===== config.mk =====
export PLATFORM = sky130hd
export DESIGN_NAME = debouncer_botoes_flat
export DESIGN_NICKNAME = d
export VERILOG_FILES = /design/src/rtl/debouncer_botoes_if.sv /design/src/rtl/debouncer_botoes.sv /design/src/flat_wrapper.sv
export SDC_FILE = /design/constraint.sdc
export NUM_CORES = 1
export LEC_CHECK = 0
export CAP_MARGIN = 10
export CORE_MARGIN = 2
export CORE_UTILIZATION = 30
export CTS_CLUSTER_SIZE = 20
export DETAILED_ROUTE_END_ITERATION = 10
export HOLD_SLACK_MARGIN = 0.02
export PLACE_DENSITY = 0.55
export SLEW_MARGIN = 20
export SYNTH_ARGS = -nofsm -noshare
export SYNTH_HDL_FRONTEND = slang
export SYNTH_SLANG_ARGS = --single-unit

===== constraint.sdc =====
create_clock -name CLOCK -period 1.5 [get_ports CLOCK]
set_input_delay 0.225 -clock CLOCK [delete_from_list [all_inputs] [get_ports CLOCK]]
set_output_delay 0.225 -clock CLOCK [all_outputs]
set_load 0.005 [all_outputs]

===== src/rtl/debouncer_botoes_if.sv =====
// Button bundle between the raw pad side and the debouncer.
// Outputs carry no handshake: pressao/soltura/longo are single-cycle strobes, estado is a level.
interface debouncer_botoes_if #(
   parameter int N = 4
);
   logic [N-1:0] entrada;
   logic [N-1:0] pressao;
   logic [N-1:0] soltura;
   logic [N-1:0] longo;
   logic [N-1:0] estado;

   modport master (
      output entrada,
      input  pressao,
      input  soltura,
      input  longo,
      input  estado
   );

   modport slave (
      input  entrada,
      output pressao,
      output soltura,
      output longo,
      output estado
   );
endinterface


===== src/rtl/debouncer_botoes.sv =====
// N independent button debouncers with press/release strobes and a long-press
// strobe that optionally auto-repeats while the button stays held.
module debouncer_botoes #(
   parameter int N               = 4,
   parameter int DEBOUNCE_CYCLES = 16,
   parameter int HOLD_CYCLES     = 1000,
   parameter int REPEAT_CYCLES   = 0,
   parameter int ACTIVE_LOW      = 1
) (
   input logic               CLOCK,
   input logic               RESET,
   debouncer_botoes_if.slave bus
);

   localparam int HMAX = (HOLD_CYCLES > REPEAT_CYCLES) ? HOLD_CYCLES : REPEAT_CYCLES;
   localparam int HW   = $clog2(HMAX + 1);
   localparam int DW   = (DEBOUNCE_CYCLES > 1) ? $clog2(DEBOUNCE_CYCLES) : 1;

   localparam logic [DW-1:0] DB_LAST   = DW'(DEBOUNCE_CYCLES - 1);
   localparam logic [HW-1:0] HOLD_LAST = HW'(HOLD_CYCLES - 1);
   localparam logic [HW-1:0] HOLD_SAT  = HW'(HOLD_CYCLES);
   localparam logic [HW-1:0] REP_LAST  = HW'((REPEAT_CYCLES > 0) ? REPEAT_CYCLES - 1 : 0);

   logic [N-1:0]  raw;
   logic [N-1:0]  s1;
   logic [N-1:0]  s2;
   logic [N-1:0]  est;
   logic [N-1:0]  pressao_q;
   logic [N-1:0]  soltura_q;
   logic [N-1:0]  longo_q;
   // rep marks that the first long-press strobe has fired and hcnt now times repeats
   logic [N-1:0]  rep;
   logic [DW-1:0] dcnt [N];
   logic [HW-1:0] hcnt [N];

   logic [N-1:0]  change;
   logic [N-1:0]  accept;
   logic [N-1:0]  fire;

   always_comb begin
      raw    = (ACTIVE_LOW != 0) ? ~bus.entrada : bus.entrada;
      change = '0;
      accept = '0;
      fire   = '0;
      for (int i = 0; i < N; i++) begin
         change[i] = s2[i] ^ est[i];
         accept[i] = change[i] && (dcnt[i] == DB_LAST);
         fire[i]   = rep[i] ? (hcnt[i] == REP_LAST) : (hcnt[i] == HOLD_LAST);
      end
   end

   always_ff @(posedge CLOCK or negedge RESET) begin
      if (!RESET) begin
         s1        <= '0;
         s2        <= '0;
         est       <= '0;
         pressao_q <= '0;
         soltura_q <= '0;
         longo_q   <= '0;
         rep       <= '0;
         for (int i = 0; i < N; i++) begin
            dcnt[i] <= '0;
            hcnt[i] <= '0;
         end
      end else begin
         s1        <= raw;
         s2        <= s1;
         pressao_q <= accept & s2;
         soltura_q <= accept & ~s2;
         for (int i = 0; i < N; i++) begin
            if (accept[i]) begin
               est[i]  <= s2[i];
               dcnt[i] <= '0;
            end else if (change[i]) begin
               dcnt[i] <= dcnt[i] + 1'b1;
            end else begin
               dcnt[i] <= '0;
            end

            // A falling edge (accept while pressed) clears the hold timer on the same edge
            longo_q[i] <= 1'b0;
            if (!est[i] || accept[i]) begin
               hcnt[i] <= '0;
               rep[i]  <= 1'b0;
            end else if (fire[i]) begin
               longo_q[i] <= 1'b1;
               if (REPEAT_CYCLES > 0) begin
                  hcnt[i] <= '0;
                  rep[i]  <= 1'b1;
               end else begin
                  hcnt[i] <= HOLD_SAT;
               end
            end else if (rep[i] || (hcnt[i] != HOLD_SAT)) begin
               hcnt[i] <= hcnt[i] + 1'b1;
            end
         end
      end
   end

   assign bus.pressao = pressao_q;
   assign bus.soltura = soltura_q;
   assign bus.longo   = longo_q;
   assign bus.estado  = est;

endmodule


===== src/flat_wrapper.sv =====
// flat-port wrapper written by rule: the top's interface ports become plain ports
module debouncer_botoes_flat 
#(
   parameter int N               = 4,
   parameter int DEBOUNCE_CYCLES = 16,
   parameter int HOLD_CYCLES     = 1000,
   parameter int REPEAT_CYCLES   = 0,
   parameter int ACTIVE_LOW      = 1
)
  (CLOCK, RESET, bus_entrada, bus_pressao, bus_soltura, bus_longo, bus_estado);
  debouncer_botoes_if #(.N(N)) bus_i ();
  input logic CLOCK;
  input logic RESET;
  input wire logic [$bits(bus_i.entrada)-1:0] bus_entrada;
  output wire logic [$bits(bus_i.pressao)-1:0] bus_pressao;
  output wire logic [$bits(bus_i.soltura)-1:0] bus_soltura;
  output wire logic [$bits(bus_i.longo)-1:0] bus_longo;
  output wire logic [$bits(bus_i.estado)-1:0] bus_estado;
  assign bus_i.entrada = bus_entrada;
  assign bus_pressao = bus_i.pressao;
  assign bus_soltura = bus_i.soltura;
  assign bus_longo = bus_i.longo;
  assign bus_estado = bus_i.estado;
  debouncer_botoes #(.N(N), .DEBOUNCE_CYCLES(DEBOUNCE_CYCLES), .HOLD_CYCLES(HOLD_CYCLES), .REPEAT_CYCLES(REPEAT_CYCLES), .ACTIVE_LOW(ACTIVE_LOW)) u_core (.CLOCK(CLOCK), .RESET(RESET), .bus(bus_i));
endmodule

### Word-level counts from Yosys, hierarchy flattened

Cells that the tools add are included.

* bits in read-only memories: 0
* input port bits: 6
* latch bits: 0
* register bits: 80
* output and inout bits: 16
* memories: 0
* RAM bits: 0

* reductions and logical operators: 16
* $add $sub $neg: 8
* bitwise gates (word level): 8
* shifts and indexed selects: 0
* $mul: 0
* divide/modulo/power cells: 0
* magnitude comparators: 0
* muxes and demuxes: 28
* equality and inequality tests: 12

Operator list (count)
* 10-bit 2-to-1 mux: 12
* 10-bit by 1-bit adder with 10-bit output (second input constant): 4
* 10-bit == test (second input constant): 4
* 10-bit != test (second input constant): 4
* 4-bit 2-to-1 mux: 8
* 4-bit by 1-bit adder with 4-bit output (second input constant): 4
* 4-bit == test (second input constant): 4
* 3-bit nonzero test: 4
* 4-bit AND: 2
* 1-bit 2-to-1 mux: 8
* 4-bit inverter: 2
* 1-bit logical AND: 4
* 1-bit zero test: 4
* 1-bit logical OR: 4
* 1-bit XOR: 4

### Depth between registers and ports, before layout

* depth after elaboration: 4
* depth in mapped cells: 5
* depth with buffers taken out: 5

### Worst setup path before layout

Ideal clock, no wire load.

* kind: register to register
* from: reg u_core.hcnt[10] (netlist name)
* to: reg u_core.hcnt[18] (netlist name)
* arrival: 1.366 ns
* setup time: 0.077 ns
* setup slack: 0.056 ns
* clock period less this slack: 1.444 ns
* stages on the path, launching flop included: 5
* cell sequence: dfrtp_1 ha_1 nand3_1 or4_1 a21oi_1

* word-level cells in the longest chain between the ends: 4
* elaborated cells on any way between the ends: 7
* those cells by class: add/sub: 1; eq/ne: 2; mux: 3; reduce/logical: 1

RTL lines
* start: declaration: RTL line debouncer_botoes.sv:34 `logic [HW-1:0] hcnt [N];`
* start signal: indexed assignment: RTL line debouncer_botoes.sv:94 `hcnt[i] <= hcnt[i] + 1'b1;`
* 10-bit by 1-bit adder with 10-bit output: RTL line debouncer_botoes.sv:94
* 10-bit 2-to-1 mux: RTL line debouncer_botoes.sv:93 `end else if (rep[i] || (hcnt[i] != HOLD_SAT)) begin`
* 10-bit 2-to-1 mux: RTL line debouncer_botoes.sv:85 `end else if (fire[i]) begin`
* 10-bit 2-to-1 mux: RTL line debouncer_botoes.sv:82 `if (!est[i] || accept[i]) begin`

Parallel ways exist; a longest one is shown, timed or not. The select of a mux whose other input is x is not followed.
A chain may end at the register's enable or synchronous reset.

### Worst setup path after layout

* from: reg u_core.hcnt[0] (netlist name)
* to: reg u_core.hcnt[0] (netlist name)

Same word-level chain as after synthesis.

==> results.sh <==
export IMPL_status="complete, but fails checks"
export IMPL_violations="negative setup slack"
export IMPL_place_hpwl_um=4971
export IMPL_syn_inst=344
export IMPL_synth_edff_count=0
export IMPL_avgSynthCellArea_um2=10.78
export IMPL_max_slew_margin_pct=69.06
export IMPL_cts_buffers=9
export IMPL_ir_worst_vdd_mv=0.6733
export IMPL_grt_overflow_total=0
export IMPL_power_density_nw_per_um2=963.8
export IMPL_pin_count=22
export IMPL_path_max_fanout=5
export IMPL_ant_nets=0
export IMPL_insertion_delay_ns=0.34
export IMPL_worst_pin_slew_ns=0.4629
export IMPL_power_leakage_nw=1.944
export IMPL_syn_area_um2=3709
export IMPL_nets=426
export IMPL_io_buffers=21
export IMPL_cts_sinks=80
export IMPL_async_reset_ff_share_pct=100.0
export IMPL_fin_area_um2=4912
export IMPL_seqCellArea_um2=2009
export IMPL_finish_utilization_pct=40.73
export IMPL_cts_root_buf="clkbuf_16"
export IMPL_pre_cts_ws_ns=-0.06287
export IMPL_die_area_um2=13270
export IMPL_final_common_cell="dfrtp_1"
export IMPL_clock_path_buffers=2
export IMPL_viasPerCell=4.888
export IMPL_final_layout_size_suffix_gt1_share_pct=24.76
export IMPL_hold_viol_final=0
export IMPL_gp_congestion=0.7896
export IMPL_synth_distinct_cells=39
export IMPL_grt_pass1_wl_um=12750
export IMPL_area_delta_synth_final_pct=32.46
export IMPL_synth_seq_area_share_pct=53.98
export IMPL_ff2ff_setup_slack_ns=-0.06
export IMPL_clock_skew_ns=0.003987
export IMPL_wl_per_cell_um=13.09
export IMPL_finalWirelength_um=7594
export IMPL_drv_cap=0
export IMPL_whs_path_depth=0
export IMPL_synth_net_count=362
export IMPL_crit_type="flop to flop"
export IMPL_setup_slack_ns=-0.06259
export IMPL_synth_ff_type="dfrtp_1"
export IMPL_worst_hold_slack_ns=0.3482
export IMPL_fp_dieW_um=115.2
export IMPL_end_kind="flop"
export IMPL_route_detailed_drc=0
export IMPL_fillers=1169
export IMPL_grt_pass1_vias=2731
export IMPL_coreArea_um2=12060
export IMPL_worstPathArrival_ns=1.76
export IMPL_ys_ff_latch=80
export IMPL_synth_warnings=0
export IMPL_rsz0062_at_grt="yes"
export IMPL_place_area_um2=4295
export IMPL_dr_pass1_iters=4
export IMPL_antenna_found_initial=0
export IMPL_drv_slew=0
export IMPL_num_antenna_cells=0
export IMPL_initial_core_util_pct=30.75
export IMPL_drt_iter0_markers=144
export IMPL_cts_reportedPaths_clkPinSlew_ns=0.06
export IMPL_layout_common_cells="dfrtp_1, buf_4, a21oi_1"
export IMPL_r2r_cells=5
export IMPL_fmax_mhz=640.0
export IMPL_num_vias=2835
export IMPL_multi_input_area_um2=1764
export IMPL_start_kind="flop"
export IMPL_rows=40
export IMPL_setup_viol=4
export IMPL_grtUsageTotal_pct=12.14
export IMPL_report_power_total_mw=4.734
export IMPL_hold_path_class="flop to flop"
export IMPL_period_share_pct=104.2
export IMPL_dieHeight_um=115.2
export IMPL_grt_max_degree=31
export IMPL_cts_tree="done"
export IMPL_worstPathRequired_ns=1.70
export IMPL_htreeDepth=3
export IMPL_min_period_ns=1.563
-- logic make-up (layout without fill, tap and decap cells) --
group / Yosys count / in the layout / share of synthesized area, %
AOI/OAI and AO/OA: 81 / 81 / 13.83
muxes: 4 / 4 / 1.214
buffers and inverters: 31 / 99 / 3.306
DFF: 80 / 80 / 53.98
adders and majority gates: 12 / 12 / 4.048
xor gates and xnor gates: 16 / 16 / 3.779
and+or+nand+nor: 120 / 120 / 19.84
-- what timing repair did --
item	in CTS	in global routing
pin swaps	0	4
setup endpoints to repair	6	22
gates resized for setup	9	40
buffers inserted	5	8
hold buffers	1	0
hold endpoints to repair	26	0
-- power breakdown --
group          switching [mW]  total (mW)  leakage [nW]  internal [mW]
Sequential             0.0297        2.23          1.08           2.20
Clock                   0.839        2.38         0.159           1.54
Combinational          0.0751       0.133         0.707         0.0578
-- stage by stage --
stage	TNS (ns)	cells
5_1_grt	-0.6314	580
2_1_floorplan	0	344
3_3_place_gp	0	551
4_1_cts	-0.007441	572
6_report	-0.07997	580
3_5_place_dp	-0.06287	551
-- Yosys cell counts, drive strengths merged (4+ instances only) --
cell	instances	area share, %
nor3b	8	1.6
nand4	9	2.7
nor3	4	0.54
o21ai	17	2.3
o31a	4	0.98
or3	14	2.4
nor4	4	0.67
xnor2	7	1.7
nor2	16	1.6
inv	27	2.7
nand2b	5	0.84
dfrtp	80	54
nand3b	9	1.8
a211oi	7	1.4
o32ai	4	0.94
xor2	9	2.1
or4	10	2.0
nand2	15	1.5
mux2	4	1.2
nand3	20	3.0
a21oi	28	3.8
o31ai	11	2.2
ha	12	4.0
-- worst paths after layout --
check | start | end
worst min-delay path | u_core.s1[0] | u_core.s2[0]
max in group asynchronous | RESET | u_core.bus.soltura[2]
worst min register to register | u_core.s1[0] | u_core.s2[0]
worst max register to register | u_core.hcnt[0] | u_core.hcnt[0]
worst max-delay path | u_core.hcnt[0] | u_core.hcnt[0]
min in group asynchronous | RESET | u_core.hcnt[1]
-- layout make-up --
cell class | instances | area share, %
Multi-Input combinational cell | 233 | 35.91
Clock buffer | 12 | 5.222
Timing Repair Buffer | 57 | 10.29
Clock inverter | 3 | 1.325
Tap cell | 168 | 4.279
Inverter | 27 | 2.063
Sequential cell | 80 | 40.91
-- flip-flops by register name (all words and copies together), names as in the netlist --
name / flops
u_core.s2: 4
u_core.s1: 4
u_core.bus.soltura: 4
u_core.bus.estado: 4
u_core.bus.pressao: 4
u_core.dcnt: 16
u_core.bus.longo: 4
u_core.hcnt: 40
-- critical path: stages (launching register included) --
cell	delay, ns
dfrtp_2	0.45
inv_2	0.09
ha_4	0.13
nand3b_1	0.13
a2111oi_1	0.53
a211oi_2	0.09
-- metal layers --
metal | GRT usage, % | part of all wire [%] | up-vias
met3 | 4.006 | 3.3 | 9
met1 | 15.30 | 47 | 1398
met2 | 19.45 | 48 | 33
met4 | 4.578 | 1.5 | 0
met5 | 0 | 0 | -
li1 | - | - | 1395
(Power assumes the default switching activity.)
